File: config.mk
export PLATFORM = sky130hd
export DESIGN_NAME = sseg_counter_ctrl
export DESIGN_NICKNAME = d
export VERILOG_FILES = /design/src/rtl/sseg_pkg.sv /design/src/rtl/sseg_counter_ctrl_debounce.sv /design/src/rtl/sseg_counter_ctrl.sv
export SDC_FILE = /design/constraint.sdc
export NUM_CORES = 1
export LEC_CHECK = 0
export CAP_MARGIN = 25
export CORE_MARGIN = 5
export CORE_UTILIZATION = 45
export CTS_CLUSTER_SIZE = 24
export DETAILED_ROUTE_END_ITERATION = 7
export DONT_BUFFER_PORTS = 1
export GPL_ROUTABILITY_DRIVEN = 1
export PLACE_DENSITY = 0.66
export SYNTH_ARGS = -nofsm -noshare
export SYNTH_HDL_FRONTEND = slang
export SYNTH_SLANG_ARGS = --single-unit
export TNS_END_PERCENT = 10
File: constraint.sdc
create_clock -name clock -period 2.9 [get_ports clock]
set_clock_uncertainty 0.05 [all_clocks]
set_input_delay 0.58 -clock clock [delete_from_list [all_inputs] [get_ports clock]]
set_output_delay 0.58 -clock clock [all_outputs]
set_load 0.005 [all_outputs]
File: src/rtl/sseg_pkg.sv
// Shared types, active-high seven-segment patterns and the digit decoder
// for the front-panel counter.
package sseg_pkg;

  typedef logic [3:0] bcd_digit_t;
  typedef logic [6:0] seg_t;

  typedef enum logic {
    PRESS_IDLE = 1'b0,
    PRESS_HELD = 1'b1
  } press_state_e;

  // Bit order {g,f,e,d,c,b,a}, 1 = lit.
  localparam seg_t SEG_DIG0  = 7'b0111111;
  localparam seg_t SEG_DIG1  = 7'b0000110;
  localparam seg_t SEG_DIG2  = 7'b1011011;
  localparam seg_t SEG_DIG3  = 7'b1001111;
  localparam seg_t SEG_DIG4  = 7'b1100110;
  localparam seg_t SEG_DIG5  = 7'b1101101;
  localparam seg_t SEG_DIG6  = 7'b1111101;
  localparam seg_t SEG_DIG7  = 7'b0000111;
  localparam seg_t SEG_DIG8  = 7'b1111111;
  localparam seg_t SEG_DIG9  = 7'b1101111;
  localparam seg_t SEG_BLANK = 7'b0000000;

  function automatic seg_t seg_decode(input bcd_digit_t d);
    seg_t s;
    case (d)
      4'd0:    s = SEG_DIG0;
      4'd1:    s = SEG_DIG1;
      4'd2:    s = SEG_DIG2;
      4'd3:    s = SEG_DIG3;
      4'd4:    s = SEG_DIG4;
      4'd5:    s = SEG_DIG5;
      4'd6:    s = SEG_DIG6;
      4'd7:    s = SEG_DIG7;
      4'd8:    s = SEG_DIG8;
      4'd9:    s = SEG_DIG9;
      default: s = SEG_BLANK;
    endcase
    return s;
  endfunction

endpackage

File: src/rtl/sseg_counter_ctrl_debounce.sv
// Two-flop synchroniser plus stable-count debouncer for one raw input;
// the level only flips after DEBOUNCE_CYCLES consecutive differing samples.
module debounce #(
  parameter int DEBOUNCE_CYCLES = 50000
) (
  input  logic clk_i,
  input  logic rst_ni,
  input  logic raw_i,
  output logic level_o
);

  localparam int CNT_W = (DEBOUNCE_CYCLES > 2) ? $clog2(DEBOUNCE_CYCLES) : 1;
  localparam logic [CNT_W-1:0] CNT_LAST = CNT_W'(DEBOUNCE_CYCLES - 1);

  logic             sync1_q, sync2_q;
  logic             level_q, level_d;
  logic [CNT_W-1:0] cnt_q, cnt_d;

  always_comb begin
    level_d = level_q;
    cnt_d   = '0;
    if (sync2_q != level_q) begin
      if (cnt_q == CNT_LAST) begin
        level_d = ~level_q;
      end else begin
        cnt_d = cnt_q + 1'b1;
      end
    end
  end

  always_ff @(posedge clk_i or negedge rst_ni) begin
    if (!rst_ni) begin
      sync1_q <= 1'b0;
      sync2_q <= 1'b0;
      level_q <= 1'b0;
      cnt_q   <= '0;
    end else begin
      sync1_q <= raw_i;
      sync2_q <= sync1_q;
      level_q <= level_d;
      cnt_q   <= cnt_d;
    end
  end

  assign level_o = level_q;

endmodule

File: src/rtl/sseg_counter_ctrl.sv
// Front-panel control: debounced button steps a BCD up/down counter that is
// decoded to seven-segment patterns. SSEG_LEADING_ZERO_BLANK_EN blanks leading zeros.
module sseg_counter_ctrl
  import sseg_pkg::*;
#(
  parameter int NUM_DIGITS      = 6,
  parameter int DEBOUNCE_CYCLES = 50000,
  parameter int SEG_ACTIVE_LOW  = 1
) (
  input  logic                    clock,
  input  logic                    reset,
  input  logic                    button,
  input  logic                    switch,
  input  logic                    clear,
  output logic [4*NUM_DIGITS-1:0] count_bcd,
  output logic [7*NUM_DIGITS-1:0] ssegment,
  output logic                    wrap
);

  localparam logic                    ACT_LOW  = (SEG_ACTIVE_LOW != 0);
  localparam logic [7*NUM_DIGITS-1:0] SEG_DARK = {(7*NUM_DIGITS){ACT_LOW}};

  logic                    btn_level;
  logic                    sw_sync1_q, sw_sync2_q;
  press_state_e            state_q, state_d;
  logic                    step;
  logic [4*NUM_DIGITS-1:0] count_q, count_d, count_step;
  logic                    step_wraps;
  logic                    wrap_q, wrap_d;
  logic [7*NUM_DIGITS-1:0] seg_q, seg_d;
  logic [NUM_DIGITS-1:0]   blank;
  bcd_digit_t              digit;
  logic                    carry;
  seg_t                    pat;

  debounce #(
    .DEBOUNCE_CYCLES(DEBOUNCE_CYCLES)
  ) u_btn_debounce (
    .clk_i  (clock),
    .rst_ni (reset),
    .raw_i  (button),
    .level_o(btn_level)
  );

  always_ff @(posedge clock or negedge reset) begin
    if (!reset) begin
      sw_sync1_q <= 1'b0;
      sw_sync2_q <= 1'b0;
    end else begin
      sw_sync1_q <= switch;
      sw_sync2_q <= sw_sync1_q;
    end
  end

  // One step per press: the pulse fires only on the IDLE->HELD transition.
  always_comb begin
    state_d = state_q;
    step    = 1'b0;
    case (state_q)
      PRESS_IDLE: begin
        if (btn_level) begin
          state_d = PRESS_HELD;
          step    = 1'b1;
        end
      end
      PRESS_HELD: begin
        if (!btn_level) begin
          state_d = PRESS_IDLE;
        end
      end
      default: state_d = PRESS_IDLE;
    endcase
  end

  always_ff @(posedge clock or negedge reset) begin
    if (!reset) begin
      state_q <= PRESS_IDLE;
    end else begin
      state_q <= state_d;
    end
  end

  // Ripple a +1/-1 through the digits; a carry/borrow out of the top digit is a wrap.
  always_comb begin
    count_step = count_q;
    carry      = 1'b1;
    digit      = '0;
    for (int k = 0; k < NUM_DIGITS; k++) begin
      digit = count_q[4*k +: 4];
      if (carry) begin
        if (sw_sync2_q) begin
          if (digit == 4'd9) begin
            digit = 4'd0;
          end else begin
            digit = digit + 4'd1;
            carry = 1'b0;
          end
        end else begin
          if (digit == 4'd0) begin
            digit = 4'd9;
          end else begin
            digit = digit - 4'd1;
            carry = 1'b0;
          end
        end
      end
      count_step[4*k +: 4] = digit;
    end
    step_wraps = carry;
  end

  always_comb begin
    count_d = count_q;
    wrap_d  = 1'b0;
    if (clear) begin
      count_d = '0;
    end else if (step) begin
      count_d = count_step;
      wrap_d  = step_wraps;
    end
  end

`ifdef SSEG_LEADING_ZERO_BLANK_EN
  // Walk down from the top digit; zeros stay blank until the first non-zero digit.
  always_comb begin
    logic leading;
    leading = 1'b1;
    blank   = '0;
    for (int k = NUM_DIGITS - 1; k >= 1; k--) begin
      if (count_q[4*k +: 4] != 4'd0) begin
        leading = 1'b0;
      end
      blank[k] = leading;
    end
  end
`else
  assign blank = '0;
`endif

  always_comb begin
    seg_d = SEG_DARK;
    pat   = SEG_BLANK;
    for (int k = 0; k < NUM_DIGITS; k++) begin
      pat = blank[k] ? SEG_BLANK : seg_decode(count_q[4*k +: 4]);
      seg_d[7*k +: 7] = pat ^ {7{ACT_LOW}};
    end
  end

  always_ff @(posedge clock or negedge reset) begin
    if (!reset) begin
      count_q <= '0;
      wrap_q  <= 1'b0;
      seg_q   <= SEG_DARK;
    end else begin
      count_q <= count_d;
      wrap_q  <= wrap_d;
      seg_q   <= seg_d;
    end
  end

  assign count_bcd = count_q;
  assign ssegment  = seg_q;
  assign wrap      = wrap_q;

endmodule
==> impl_metrics.yaml, run 1 <==
run_status:
  status: "finished, final reports clean"
logic_synthesis:
  synth_cell_types: 58
  synth_seq_cells: 89
  synth_ff_type: "dfrtp_1"
  syn-num-nets: 604
  yosys_warnings: 0
  synth_edf_count: 0
  ys_async_sr_fraction: 1.000
  seq_area_frac_synth: 0.4411
  syn_avg_cell_area_sq_um: 9.296
  syn-cell-area_sq_mm: 0.005169
  syn_inst: 556
route:
  drcViolationCount: 0
  dr.pass1.iters: 4
  vias: 4043
  drtIter0Drc: 252
  wl_microns: 11660
  via_per_inst: 5.686
  post_drt_wl_per_cell_microns: 16.39
  route.antenna.remaining_nets: 0
critical_path:
  crit_chain: "inv_1 -> ha_1 -> or3b_1 -> a211o_2 -> buf_4 -> nor3_4 -> a21oi_1 -> a311oi_1"
  crit_path_max_incr_delay_ns: 0.46
  slowest_stage: "a211o_2"
  critPathArrivalTime_ns: 2.82
  critPathBufInv: 2
  worst_ep_required_time_ns: 3.09
  end_kind: "flop"
  worstSetupStartpointType: "flop"
  crit_type: "reg -> reg"
  critPathMaxFanout: 9
  critPathTopFamily: "compound AO/OA/AOI/OAI gates"
cts:
  clk_latency_ns: 0.35
  cts_buffers: 9
  cts_num_sinks: 89
  root_buffer: "clkbuf_16"
  h-tree-depth: 3
  clk_pin_slew_worst_paths_ns: 0.06
  post_cts_buffers: 0
  cts_buffer_depth: 2
  cts_tree: "yes"
timing:
  slew_headroom: 0.6073
  post-route-period-util: 0.9069
  fmax_mhz: 380.2
  setup_viol: 0
  drv_slew: 0
  tightest_slew_ns: 0.5891
  finalHoldViolations: 0
  rsz0062_at_grt: "false"
  final.setup.tns_ns: 0
  layout_min_cycle_time_ns: 2.630
power_and_ir_drop:
  swShare: 0.2107
  ir_worst_vdd_uv: 367.6
  power_switching_uw: 530.9
  p_total_mw: 2.520
  p_leak_nw: 2.425
  combPwrFrac: 0.027
  powerDensity_mw_per_mm2: 440.1
  p_int_mw: 1.989
  p_clk_frac: 0.474
  pwr-share-seq: 0.499
floorplanning:
  die_area_sq_mm: 0.01373
  start_util: 0.4566
  core-area_sq_mm: 0.01132
  die_h_microns: 117.2
  die_w_microns: 117.2
  io_pins: 72
  rows: 39
layout:
  diodes: 0
  most-common-layout-cells: "74 x nor2_1, 53 x a21oi_1, 47 x dfrtp_1, 44 x nand2_1, 43 x ha_1"
  design_area_sq_mm: 0.005725
  syn2layout_area_growth_pct: 10.77
  fin_nets: 611
  drive_gt1_frac: 0.1778
  mostFrequentLayoutCell: "nor2_1"
global_routing:
  grt_max_degree: 48
  overflow: 0
  grt_pass1_vias: 3917
  grt_first_pass_wirelength_microns: 19390
  antenna_found_initial: 0
  grt_usage: 0.1782
placement:
  place.gp.congestion: 0.8535
  dpl.hpwl_microns: 7780
  place_area_sq_mm: 0.005389
  portBuffers: 0
worst_hold_path:
  hp-class: "in -> async"
flow_run:
  maxCapViolations: 0
[cells by family after synthesis]
group | count (synthesis) | synth area share
AO/OA/AOI/OAI | 148 | 0.1757
XOR/XNOR | 20 | 0.03389
adder cells (fa/ha/maj) | 43 | 0.1041
buffers and inverters | 51 | 0.03994
flip-flops | 89 | 0.4411
multiplexers | 7 | 0.01743
AND/OR/NAND/NOR | 198 | 0.1879
[final timing paths]
path / from / to / slack, ns / cells past startpoint
worst max-delay path: count_bcd[1]$_DFFE_PN0P_ / count_bcd[14]$_DFFE_PN0P_ / 0.27 / 8
worst min-delay path: reset / ssegment[2]$_DFF_PN1_ / 0.03 / 0
worst max register to register: count_bcd[1]$_DFFE_PN0P_ / count_bcd[14]$_DFFE_PN0P_ / 0.27 / 8
worst min register to register: u_btn_debounce.sync1_q$_DFF_PN0_ / u_btn_debounce.sync2_q$_DFF_PN0_ / 0.30 / 0
max in group asynchronous: reset / count_bcd[8]$_DFFE_PN0P_ / 2.54 / 1
min in group clock: switch / sw_sync1_q$_DFF_PN0_ / 0.22 / 0
[power by group through the flow]
stage | registers [mW] | clock network, mW | logic [mW]
after floorplan | 1.28 | 0 | 0.0462
after CTS | 1.26 | 1.23 | 0.0683
final | 1.26 | 1.19 | 0.0675
after global placement | 1.28 | 0 | 0.0486
after detailed placement | 1.28 | 0 | 0.0496
after global routing | 1.26 | 1.28 | 0.0756
[sequential cells by signal, indices dropped and copies added, names as in the netlist]
register,count
count_bcd,24
ssegment,42
state_q,1
sw_sync1_q,1
sw_sync2_q,1
u_btn_debounce.cnt_q,16
u_btn_debounce.level_o,1
u_btn_debounce.sync1_q,1
u_btn_debounce.sync2_q,1
wrap,1
[what timing repair did]
item	CTS	global route
hold buffers	1	0
hold endpoints to repair	47	0
setup endpoints to repair	0	1
gates resized for setup	0	1
[cell usage after synthesis (2+ instances only)]
| cell type | instances | share of area |
|---|---|---|
| xor2_1 | 12 | 0.020 |
| nor3_1 | 11 | 0.011 |
| nor2b_1 | 5 | 0.0061 |
| or3b_2 | 2 | 0.0034 |
| and3_1 | 7 | 0.0085 |
| a311oi_1 | 7 | 0.012 |
| o211ai_1 | 3 | 0.0044 |
| nor3b_1 | 3 | 0.0044 |
| dfrtp_1 | 47 | 0.23 |
| nor2_1 | 74 | 0.054 |
| o31ai_1 | 4 | 0.0058 |
| nand4_1 | 6 | 0.0073 |
| nand2b_1 | 8 | 0.0097 |
| a21oi_1 | 53 | 0.051 |
| clkbuf_1 | 21 | 0.015 |
| dfstp_2 | 42 | 0.21 |
| nor4b_1 | 3 | 0.0051 |
| a22oi_1 | 4 | 0.0058 |
| buf_6 | 2 | 0.0044 |
| a21o_1 | 2 | 0.0029 |
| a31oi_1 | 13 | 0.016 |
| buf_1 | 2 | 0.0015 |
| nand3_1 | 18 | 0.017 |
| a211oi_1 | 10 | 0.015 |
| nand2_1 | 44 | 0.032 |
| xnor2_1 | 8 | 0.014 |
| mux2_2 | 6 | 0.013 |
| ha_1 | 43 | 0.10 |
| inv_1 | 26 | 0.019 |
| o22ai_1 | 3 | 0.0036 |
| or2_2 | 7 | 0.0085 |
| o21ai_0 | 34 | 0.033 |
[worst register-to-register path: cells and delay by family, from the launching register on]
| kind | cells | cell delay [ns] |
|---|---|---|
| buf+inv | 2 | 0.35 |
| compound gates | 3 | 0.84 |
| flops | 1 | 0.39 |
| fa+ha+maj | 1 | 0.20 |
| simple gates | 2 | 0.69 |
[layout make-up]
cell class	count	area (sq um)
Fill cell	1013	5595
Multi-Input combinational cell	416	2684
Sequential cell	89	2280
Clock buffer	12	256.5
Tap cell	143	178.9
Timing Repair Buffer	21	177.7
Inverter	26	97.59
Clock inverter	4	51.30
[metal layers]
layer	track usage	vias to the layer above	share of wire
met2	0.2824	103	0.47
met1	0.2266	1969	0.44
met3	0.07249	10	0.074
li1	-	1961	-
met4	0.04740	0	0.010
met5	0	-	0
[stage by stage]
stage,hold slack [ns],utilization,cells,setup slack [ns]
floorplan,0.2344,-,556,0.3105
global placement,0.2378,0.4760,694,0.3732
detailed placement,0.2379,0.4760,694,0.2463
CTS,0.009923,0.5056,711,0.2226
global route,0.004807,0.5057,711,0.05327
finish,0.03069,0.5057,711,0.2700
(Power assumes the default switching activity.)
==> run 2: changes to the inputs <==
--- a/config.mk
+++ b/config.mk
@@ -6,13 +6,12 @@
 export NUM_CORES = 1
 export LEC_CHECK = 0
 export CAP_MARGIN = 25
-export CORE_MARGIN = 5
 export CORE_UTILIZATION = 45
 export CTS_CLUSTER_SIZE = 24
 export DETAILED_ROUTE_END_ITERATION = 7
-export DONT_BUFFER_PORTS = 1
 export GPL_ROUTABILITY_DRIVEN = 1
-export PLACE_DENSITY = 0.66
+export HOLD_SLACK_MARGIN = 0.08
+export PLACE_DENSITY = 0.74
 export SYNTH_ARGS = -nofsm -noshare
 export SYNTH_HDL_FRONTEND = slang
 export SYNTH_SLANG_ARGS = --single-unit
==> impl_metrics.yaml, run 2 (synthesis results as in run 1) <==
floorplanning:
  die_w_microns: 109.2
  die_area_sq_mm: 0.01192
  io_pins: 72
  rows: 38
  start_util: 0.4686
  die_h_microns: 109.2
  core-area_sq_mm: 0.01103
cts:
  h-tree-depth: 3
  ctsHoldBuffers: 0
  cts_buffers: 9
  cts_buffer_depth: 2
  clk_pin_slew_worst_paths_ns: 0.06
  root_buffer: "clkbuf_16"
  clk_latency_ns: 0.35
  cts_tree: "yes"
  cts_num_sinks: 89
critical_path:
  r2r-end: "count_bcd[23]$_DFFE_PN0P_"
  critPathMaxFanout: 11
  worst_ep_required_time_ns: 3.10
  crit_type: "reg -> reg"
  critPathBufInv: 2
  critical_path_depth: 8
  end_kind: "flop"
  ff2ff_path_depth: 8
  cp-startpoint: "count_bcd[0]$_DFFE_PN0P_"
  critPathTopFamily: "compound AO/OA/AOI/OAI gates"
  rrSetupSlack_ns: 0.21
  critPathArrivalTime_ns: 2.90
  worstSetupStartpointType: "flop"
  critical_path.endpoint: "count_bcd[23]$_DFFE_PN0P_"
  slowest_stage: "a211o_1"
  crit_path_max_incr_delay_ns: 0.51
  r2r-start: "count_bcd[0]$_DFFE_PN0P_"
  crit_chain: "inv_1 -> ha_1 -> or3b_1 -> a211o_1 -> nor4b_4 -> buf_4 -> a21oi_1 -> a211oi_2"
global_routing:
  grt_busiest_layer: "met2"
  grt_max_degree: 55
  antenna_found_initial: 0
  grt_usage: 0.2143
  grt_first_pass_wirelength_microns: 20090
  overflow: 0
  grt_pass1_vias: 4162
  use_met1: 0.2884
  grt_use_met3: 0.05738
  use_met2: 0.3329
layout:
  final_util: 0.5797
  largest_register_ffs: 42
  mostFrequentLayoutCell: "nor2_1"
  fin_nets: 678
  drive_gt1_frac: 0.1543
  syn2layout_area_growth_pct: 23.72
  final-seq-area_sq_mm: 0.002280
  multiInputGateArea_sq_mm: 0.002689
  diodes: 0
  num-fill-cells: 949
  most-common-layout-cells: "74 x nor2_1, 70 x clkdlybuf4s50_1, 53 x a21oi_1, 47 x dfrtp_1, 44 x nand2_1"
timing:
  layout_min_cycle_time_ns: 2.694
  final.setup.tns_ns: 0
  slew_headroom: 0.5978
  post-route-period-util: 0.9289
  drv_slew: 0
  fmax_mhz: 371.2
  setup_viol: 0
  rsz0062_at_grt: "true"
  finalHoldViolations: 0
  tightest_slew_ns: 0.6014
route:
  wl_microns: 11690
  dr.pass1.iters: 5
  drtIter0Drc: 244
  via_per_inst: 5.695
  route.antenna.remaining_nets: 0
  drcViolationCount: 0
  vias: 4414
  post_drt_wl_per_cell_microns: 15.09
power_and_ir_drop:
  p_int_mw: 1.951
  powerDensity_mw_per_mm2: 393.4
  swShare: 0.2246
  p_leak_nw: 2.652
  power_switching_uw: 565.0
  pwr-share-seq: 0.499
  p_clk_frac: 0.466
  ir_worst_vdd_uv: 614.1
  combPwrFrac: 0.035
placement:
  dpl.hpwl_microns: 7979
  place.gp.congestion: 0.8969
  portBuffers: 71
run_status:
  status: "finished, final reports clean"
worst_hold_path:
  hp-class: "in -> async"
flow_run:
  maxCapViolations: 0
-- run 2: cell count changes in the layout (fill, tap and decap cells not counted) --
cell,previous run,this run
clkinvlp_4,1,2
buf_4,20,17
nor3_4,1,2
nor3_2,1,0
buf_12,0,1
a211o_1,0,1
clkinv_2,1,0
clkbuf_1,1,0
clkdlybuf4s50_1,0,70
buf_16,1,0
clkbuf_8,2,0
a211o_2,1,0
clkinv_4,1,3
inv_6,0,1
-- run 2: routing by layer --
metal	up-vias	part of all wire
li1	2094	-
met5	-	0
met3	9	0.063
met2	161	0.48
met4	0	0.014
met1	2150	0.45
-- run 2: metrics by stage --
| step | setup slack, ns | power [mW] | cell area, sq um | instances | hold slack, ns |
|---|---|---|---|---|---|
| after floorplan | 0.3105 | 1.321 | 5169 | 556 | 0.2344 |
| after global placement | 0.2401 | 1.364 | 6076 | 758 | 0.2843 |
| after detailed placement | 0.1257 | 1.366 | 6076 | 758 | 0.2917 |
| after CTS | 0.1045 | 2.553 | 6381 | 774 | 0.1379 |
| after global routing | -0.004922 | 2.620 | 6395 | 775 | 0.1576 |
| final | 0.2061 | 2.516 | 6395 | 775 | 0.1323 |
-- run 2: cell type report --
type,instances,area share
inverters,26,0.01526
flip-flops and latches,89,0.3565
repair buffers,88,0.1327
clock buffers,9,0.03522
multi-input cells,416,0.4205
well taps,140,0.02739
clock inverters,7,0.01252
-- run 2: timing repair --
item	4_1_cts	5_1_grt
resized for setup	0	1
buffers inserted	0	1
hold endpoints to repair	0	0
endpoints found under the setup margin	0	6
-- run 2: power groups by stage --
stage	clock [mW]	sequential, mW	combinational (mW)
after floorplan	0	1.28	0.0462
after global placement	0	1.28	0.0874
after detailed placement	0	1.28	0.0889
after CTS	1.21	1.26	0.0890
after global routing	1.26	1.26	0.0998
final	1.17	1.26	0.0877
-- run 2: worst register-to-register path, cell delays in order, from the launching register on --
cell,delay (ns)
dfrtp_1,0.46
inv_1,0.11
ha_1,0.27
or3b_1,0.39
a211o_1,0.51
nor4b_4,0.31
buf_4,0.19
a21oi_1,0.08
a211oi_2,0.22
-- run 2: how the worst min path moves through the flow --
stage / to / slack (ns) / depth (start not counted) / start
2_1_floorplan: count_bcd[0]$_DFFE_PN0P_ / 0.23 / 0 / reset
3_3_place_gp: sw_sync2_q$_DFF_PN0_ / 0.28 / 0 / sw_sync1_q$_DFF_PN0_
3_5_place_dp: u_btn_debounce.sync2_q$_DFF_PN0_ / 0.29 / 0 / u_btn_debounce.sync1_q$_DFF_PN0_
4_1_cts: u_btn_debounce.cnt_q[5]$_DFF_PN0_ / 0.14 / 1 / reset
5_1_grt: u_btn_debounce.cnt_q[7]$_DFF_PN0_ / 0.16 / 1 / reset
6_report: u_btn_debounce.cnt_q[15]$_DFF_PN0_ / 0.13 / 1 / reset
==> run 3: changes to the inputs <==
--- a/config.mk
+++ b/config.mk
@@ -12,6 +12,8 @@
 export GPL_ROUTABILITY_DRIVEN = 1
 export HOLD_SLACK_MARGIN = 0.08
 export PLACE_DENSITY = 0.74
+export SETUP_SLACK_MARGIN = 0.4
+export SLEW_MARGIN = 5
 export SYNTH_ARGS = -nofsm -noshare
 export SYNTH_HDL_FRONTEND = slang
 export SYNTH_SLANG_ARGS = --single-unit
==> impl_metrics.yaml, run 3 (synthesis results as in run 1) <==
run_status:
  status: "finished, final reports clean"
critical_path:
  crit_type: "reg -> reg"
  crit_chain: "clkinv_4 -> ha_4 -> or3b_4 -> a211o_4 -> nor4b_4 -> buf_4 -> and3_1 -> nor3_2"
  cp-startpoint: "count_bcd[0]$_DFFE_PN0P_"
  end_kind: "flop"
  critPathArrivalTime_ns: 2.50
  rrSetupSlack_ns: 0.55
  crit_path_max_incr_delay_ns: 0.43
  worst_ep_required_time_ns: 3.05
  critPathMaxFanout: 6
  slowest_stage: "dfrtp_2"
  worstSetupStartpointType: "flop"
  r2r-start: "count_bcd[0]$_DFFE_PN0P_"
  critical_path.endpoint: "count_bcd[21]$_DFFE_PN0P_"
  ff2ff_path_depth: 8
  r2r-end: "count_bcd[21]$_DFFE_PN0P_"
global_routing:
  grt_first_pass_wirelength_microns: 19390
  grt_pass1_vias: 4072
  antenna_found_initial: 0
  grt_usage: 0.2074
  grt_max_degree: 74
  overflow: 0
layout:
  largest_register_ffs: 42
  drive_gt1_frac: 0.2022
  fin_cells: 788
  fin_nets: 691
  diodes: 0
  syn2layout_area_growth_pct: 26.99
  most-common-layout-cells: "73 x nor2_1, 70 x clkdlybuf4s50_1, 53 x a21oi_1, 44 x nand2_1, 44 x dfrtp_1"
  mostFrequentLayoutCell: "nor2_1"
cts:
  clk_latency_ns: 0.35
  ctsHoldBuffers: 0
  clk_pin_slew_worst_paths_ns: 0.07
  h-tree-depth: 3
  root_buffer: "clkbuf_16"
  cts_buffers: 9
  cts_buffer_depth: 2
  cts_num_sinks: 89
  cts_tree: "yes"
timing:
  fmax_mhz: 425.8
  final.setup.tns_ns: 0
  layout_min_cycle_time_ns: 2.349
  rsz0062_at_grt: "false"
  layout_setup_ws_ns: 0.5515
  finalHoldViolations: 0
  setup_viol: 0
  drv_slew: 0
  slew_headroom: 0.4166
  post-route-period-util: 0.8098
  tightest_slew_ns: 0.8751
power_and_ir_drop:
  swShare: 0.2209
  p_total_mw: 2.496
  p_leak_nw: 2.725
  pwr-share-seq: 0.504
  p_int_mw: 1.944
  p_clk_frac: 0.460
  powerDensity_mw_per_mm2: 380.2
  combPwrFrac: 0.036
  power_switching_uw: 551.4
  ir_worst_vdd_uv: 392.5
placement:
  place.gp.congestion: 0.8710
  dp_slack_ns: 0.06170
  dpl.hpwl_microns: 7708
  portBuffers: 71
  numPlacedInstances: 757
floorplanning:
  io_pins: 72
  die_w_microns: 109.2
  start_util: 0.4686
  die_area_sq_mm: 0.01192
  die_h_microns: 109.2
  core-area_sq_mm: 0.01103
  rows: 38
route:
  post_drt_wl_per_cell_microns: 14.85
  drtIter0Drc: 264
  wl_microns: 11700
  route.antenna.remaining_nets: 0
  vias: 4428
  dr.pass1.iters: 5
  via_per_inst: 5.619
  drcViolationCount: 0
flow_run:
  maxCapViolations: 0
worst_hold_path:
  hp-class: "in -> async"
==> run 3: cell count changes in the layout (fill, tap and decap cells not counted), sizes merged <==
cell / delta
inv: -1
buf: +13
clkinv: +1
==> run 3: worst min-delay path by stage <==
| stage | end | slack [ns] | depth (start not counted) |
|---|---|---|---|
| global placement | sw_sync2_q$_DFF_PN0_ | 0.28 | 0 |
| detailed placement | u_btn_debounce.sync2_q$_DFF_PN0_ | 0.29 | 0 |
| floorplan | count_bcd[0]$_DFFE_PN0P_ | 0.23 | 0 |
| global route | u_btn_debounce.sync2_q$_DFF_PN0_ | 0.31 | 0 |
| finish | u_btn_debounce.cnt_q[6]$_DFF_PN0_ | 0.31 | 1 |
| CTS | u_btn_debounce.sync2_q$_DFF_PN0_ | 0.31 | 0 |
==> run 3: power by group through the flow <==
stage / Sequential [mW] / Clock, mW / Combinational, mW
after floorplan: 1.28 / 0 / 0.0460
after global placement: 1.28 / 0 / 0.0854
after detailed placement: 1.28 / 0 / 0.0866
after CTS: 1.26 / 1.19 / 0.0877
after global routing: 1.26 / 1.24 / 0.101
final: 1.26 / 1.15 / 0.0888
==> run 3: metal layers <==
| layer | vias up | GRT usage | routed length [microns] |
|---|---|---|---|
| met3 | 25 | 0.06336 | 635 |
| met1 | 2136 | 0.2690 | 5162 |
| met2 | 149 | 0.3252 | 5670 |
| met5 | - | 0 | 0 |
| met4 | 0 | 0.07714 | 234 |
| li1 | 2118 | - | - |
==> run 3: layout make-up <==
type	count	area, sq um
repair buffers	101	945.9
fillers	952	4467
flip-flops and latches	89	2283
clock inverters	7	68.82
inverters	26	102.6
multi-input cells	416	2763
well taps	140	175.2
clock buffers	9	225.2
==> run 3: repair_timing <==
item	in CTS	in global routing
endpoints found under the setup margin	17	15
pin swaps	2	3
gates resized for setup	5	19
setup buffers	4	11
==> run 3: critical path, delay by kind of cell, from the launching register on <==
family	cells	cell delay [ns]
compound gates	1	0.40
fa+ha+maj	1	0.16
buf+inv	2	0.28
flops	1	0.43
simple gates	4	0.88
==> run 3: metrics by stage <==
stage / util / hold slack [ns] / area (sq um)
floorplan: - / 0.2344 / 5171
global placement: 0.5504 / 0.2831 / 6071
detailed placement: 0.5504 / 0.2870 / 6071
CTS: 0.5814 / 0.3119 / 6414
global route: 0.5951 / 0.3144 / 6564
finish: 0.5951 / 0.3077 / 6564
